$ cat config.mk
export PLATFORM = sky130hd
export DESIGN_NAME = sigma_del
export DESIGN_NICKNAME = d
export VERILOG_FILES = /design/src/rtl/sigma_del.sv
export SDC_FILE = /design/constraint.sdc
export NUM_CORES = 1
export LEC_CHECK = 0
export CAP_MARGIN = 20
export CELL_PAD_IN_SITES_DETAIL_PLACEMENT = 0
export CELL_PAD_IN_SITES_GLOBAL_PLACEMENT = 1
export CORE_ASPECT_RATIO = 1.1
export CORE_MARGIN = 2
export CORE_UTILIZATION = 35
export DETAILED_ROUTE_END_ITERATION = 12
export GPL_ROUTABILITY_DRIVEN = 0
export HOLD_SLACK_MARGIN = 0.08
export PLACE_DENSITY = 0.75
export SLEW_MARGIN = 20
export SYNTH_ARGS = -nofsm -noshare
export SYNTH_HDL_FRONTEND = slang
export SYNTH_SLANG_ARGS = --single-unit
$ cat constraint.sdc
create_clock -name clk -period 5.3 [get_ports clk]
set_clock_uncertainty 0.15 [all_clocks]
set_input_delay 1.06 -clock clk [delete_from_list [all_inputs] [get_ports clk]]
set_output_delay 1.06 -clock clk [all_outputs]
set_load 0.01 [all_outputs]
$ cat src/rtl/sigma_del.sv
// sigma_del: single-bit sigma-delta modulator (pulse-density DAC stream).
// Ports: a (WIDTH-bit unsigned level), out (registered bit), clk, rst (async, active-low).
// Optional second-order loop enabled by defining SIGMA_DEL_ORDER2_EN;
// default build is the first-order accumulator/carry modulator.
module sigma_del #(
    parameter int WIDTH = 32
) (
    input  logic [WIDTH-1:0] a,
    output logic             out,
    input  logic             clk,
    input  logic             rst
);

    logic out_q;
    logic out_d;

    assign out = out_q;

`ifdef SIGMA_DEL_ORDER2_EN

    // IW holds the integrators; XW gives headroom so sums never wrap
    // before saturation is applied.
    localparam int IW = WIDTH + 5;
    localparam int XW = WIDTH + 7;

    logic signed [IW-1:0] i1_q;
    logic signed [IW-1:0] i1_d;
    logic signed [IW-1:0] i2_q;
    logic signed [IW-1:0] i2_d;
    logic signed [XW-1:0] lim_p;
    logic signed [XW-1:0] lim_n;
    logic signed [XW-1:0] fb_x;
    logic signed [XW-1:0] a_x;
    logic signed [XW-1:0] e1_x;
    logic signed [XW-1:0] e2_x;

    // +/-(2^(WIDTH+3)-1)
    assign lim_p = $signed({{(XW-WIDTH-3){1'b0}}, {(WIDTH+3){1'b1}}});
    assign lim_n = -lim_p;

    function automatic logic signed [IW-1:0] sat(
        input logic signed [XW-1:0] v,
        input logic signed [XW-1:0] hi,
        input logic signed [XW-1:0] lo
    );
        logic signed [XW-1:0] r;
        r = v;
        if (v > hi) r = hi;
        if (v < lo) r = lo;
        return r[IW-1:0];
    endfunction

    always_comb begin
        fb_x = '0;
        if (out_q) fb_x = $signed({{(XW-WIDTH-1){1'b0}}, 1'b1, {WIDTH{1'b0}}});
        a_x  = $signed({{(XW-WIDTH){1'b0}}, a});
        e1_x = $signed({{(XW-IW){i1_q[IW-1]}}, i1_q}) + a_x - fb_x;
        i1_d = sat(e1_x, lim_p, lim_n);
        e2_x = $signed({{(XW-IW){i2_q[IW-1]}}, i2_q})
             + $signed({{(XW-IW){i1_d[IW-1]}}, i1_d}) - fb_x;
        i2_d = sat(e2_x, lim_p, lim_n);
        // Strictly positive: non-negative and non-zero
        out_d = !i2_d[IW-1] && (i2_d != '0);
    end

    always_ff @(posedge clk or negedge rst) begin
        if (!rst) begin
            i1_q  <= '0;
            i2_q  <= '0;
            out_q <= 1'b0;
        end else begin
            i1_q  <= i1_d;
            i2_q  <= i2_d;
            out_q <= out_d;
        end
    end

`else

    logic [WIDTH-1:0] acc_q;
    logic [WIDTH-1:0] acc_d;
    logic [WIDTH:0]   sum;

    // Carry out of the wrapping accumulator is the output bit
    always_comb begin
        sum   = {1'b0, acc_q} + {1'b0, a};
        acc_d = sum[WIDTH-1:0];
        out_d = sum[WIDTH];
    end

    always_ff @(posedge clk or negedge rst) begin
        if (!rst) begin
            acc_q <= '0;
            out_q <= 1'b0;
        end else begin
            acc_q <= acc_d;
            out_q <= out_d;
        end
    end

`endif

endmodule

* Yosys cells after proc, flatten, opt, wreduce, memory -nomap -nowiden *
Index checks and enable logic that the tools add are counted.

storage, ports and cells
  bits in registers = 33
  input port bits = 34
  word-level logic and storage cells = 3
  output and inout port bits = 1

cells by class
  add/subtract/negate cells = 1

operators by type and width
  operator        count
  $add 32x32->33  1

* Logic depth before layout (Yosys ltp) *
  word-level depth = 1
  gate-level depth with buffers = 8
  gate-level depth less buffers = 8

* Worst setup path before layout *
OpenSTA, ideal clock, no wires.

  path kind = input to register
  from = input port a[0]
  to = register acc_q[28]
  library setup time = 0.126 ns
  arrival = 2.934 ns
  path buffers = 0
  required time = 5.024 ns
  cell stages on the path = 8
  path slack = 2.090 ns
  cells stage by stage = ha_1 > fa_1 > a211oi_1 > o211ai_1 > a21oi_1 > nor3_1 > or2_1 > o311a_1

on the way
  word-level cells in the longest chain between the ends = 1

ends and longest elaborated chain
  what                  RTL line  RTL
  start, declared       8         input logic [WIDTH-1:0] a,
  $add 32x32->33        86        sum = {1'b0, acc_q} + {1'b0, a};
  net sum[28]           82        logic [WIDTH:0] sum;
  end signal, assigned  93        acc_q <= '0;
  end signal, assigned  96        acc_q <= acc_d;
  end, declared         80        logic [WIDTH-1:0] acc_q;

The timed path passes the listed nets, and every way through them passes these cells.

* Final worst setup path *
Same ends and word-level chain as after synthesis.

==> flow_summary.ini <==
[clock_network]
htreeDepth = 2
cts_sinks = 33
clock_latency_ps = 280
clkTransAtPathRegs_ps = 70
cts_tree = yes
cts_buffers = 5
cts_resized = 0
cts.path.max_buffers = 2
hold_buffers = 0
cts-root-buf = clkbuf_8
cts_setup_buffers = 0

[sta]
setup_viol = 0
grt_setup_unrepaired = no
timing.slew.headroom_pct = 53.4
post-route-period-util_pct = 68.8
worst_slack_ps = 1650
setup_tns_ps = 0
min_period_ps = 3650
drv_slew = 0
hold_viol_final = 0
worst_pin_slew_ps = 693
fmax_ghz = 0.274

[logic_synthesis]
yosysWarnings = 0
synth_edf_count = 0
ys_ff_latch = 33
ys.flop_type = dfrtp_1
synthArstFlopShare_pct = 100
seq_area_frac_synth_pct = 30.2
syn_inst = 303
yosysUniqueCellTypes = 52
netlist_area_mm2 = 0.00274
synth_nets = 370
syn_avg_cell_area_um2 = 9.04

[global_route]
grt_use_total_pct = 16.6
grt_pass1_vias = 2338
grt_max_degree = 34
grt_overflow = 0
antenna_found_initial = 0
grt_pass1_wl_mm = 11.4

[layout]
fin_util_pct = 43.2
drive_above_1_share_pct = 5.65
antenna_cells = 0
area_growth_pct = 18.5
fillCellCount = 797
final_net_count = 403

[die]
dieWidth_um = 88.3
initial_core_util_pct = 36.4
row_count = 33
core_mm2 = 0.00751
die_area_mm2 = 0.00855
ios = 35
die_h_um = 96.8

[power]
powerDensity_mw_per_mm2 = 632
ir_drop_uv = 205
cellLeakagePower_nw = 1.39

[worst_setup_path]
crit_family = compound AO/OA/AOI/OAI gates
cp_cell_sequence = clkdlybuf4s50_1, ha_1, fa_1, a211oi_1, o211ai_1, a21oi_1, nor3_1, or2_1, o311a_1
path_buf_inv = 1
worstPathRequired_ps = 5310
critical_path_class = input port to flip-flop
cp_max_fo = 3
r2r_slack_ps = 2490
critPathLaunchType = input port
critPathSlowestCell = fa_1
worstPathArrival_ps = 3660
cp-end-kind = flip-flop
critPathMaxStageDelay_ps = 440

[placed_design]
io_buffers = 34
pre_cts_ws_ps = 1360
hpwl_mm = 5.11

[detailed_routing]
first_iter_violations = 131
totalWireLength_mm = 6.65
drc = 0
first_pass_iters = 4
ant_nets = 0
dr_total_vias = 2348
avgViaCountPerCell = 5.32
wire_per_inst_um = 15.1

[worst_hold_path]
hold_class = flip-flop to flip-flop

[run]
max_cap_viol_count = 0

[run_status]
status = completed
cell usage after synthesis, drive strengths merged (7+ instances only):
library cell	n	area [µm²]
nand3	11	55.1
nor3	9	45.0
nor2	22	82.6
nand2	18	67.6
o21ai	13	65.1
a21oi	34	178
ha	32	400
o211ai	8	60.1
dfrtp	33	826
inv	7	26.3
xnor2	16	140
a211oi	7	52.6
a21o	16	123
xor2	11	96.3
flip-flops by register name, summed over array words and instances, names as in the netlist:
register / flops
out: 1
acc_q: 32
power by group:
| part | internal (mW) | switching, mW |
|---|---|---|
| logic | 0.607 | 0.811 |
| clock network | 0.103 | 0.0925 |
| registers | 0.398 | 0.0401 |
kinds of logic after synthesis:
logic type / share of synthesized area (%)
xor+xnor: 8.63
mux: 0.411
fa+ha+maj: 15.3
buf+inv: 3.06
compound gates: 27.2
flops: 30.2
simple gates: 15.2
worst paths after layout:
check / from / endpoint / depth (start not counted)
max: a[0] / acc_q[28] / 9
min: acc_q[0] / acc_q[0] / 1
max reg2reg: acc_q[0] / acc_q[28] / 8
min reg2reg: acc_q[0] / acc_q[0] / 1
max in group asynchronous: rst / acc_q[28] / 2
min in group asynchronous: rst / acc_q[5] / 2
layer usage:
metal	GRT usage, %	share of wire [%]	vias up
li1	-	-	1217
met2	24.5	44	46
met4	4.08	0.60	0
met5	0	0	-
met3	2.47	3.5	2
met1	25.3	52	1083
stage by stage:
stage / power [mW] / hold slack [ps] / cells / cell area (µm²)
5_1_grt: 2.27 / 362 / 441 / 3250
6_report: 2.05 / 320 / 441 / 3250
2_1_floorplan: 1.56 / 293 / 303 / 2740
4_1_cts: 2.06 / 326 / 441 / 3250
3_5_place_dp: 1.85 / 310 / 434 / 3160
3_3_place_gp: 1.83 / 306 / 434 / 3160
final cells by class:
type / instances / area (µm²) / share of cell area [%]
Multi-Input combinational cell: 254 / 1830 / 56.3
Timing Repair Buffer: 35 / 348 / 10.7
Clock buffer: 7 / 86.3 / 2.66
Tap cell: 105 / 131 / 4.05
Inverter: 7 / 26.3 / 0.809
Sequential cell: 33 / 826 / 25.4
placed cells by master, fill, tap and decap left out, types with 12 or more instances in the layout:
master	instances
xnor2_1	16
a21oi_1	32
clkdlybuf4s50_1	34
dfrtp_1	33
ha_1	32
nand2_1	18
o21ai_0	12
a21o_1	14
nor2_1	22
Note: power is estimated with default switching activity, not from simulation.
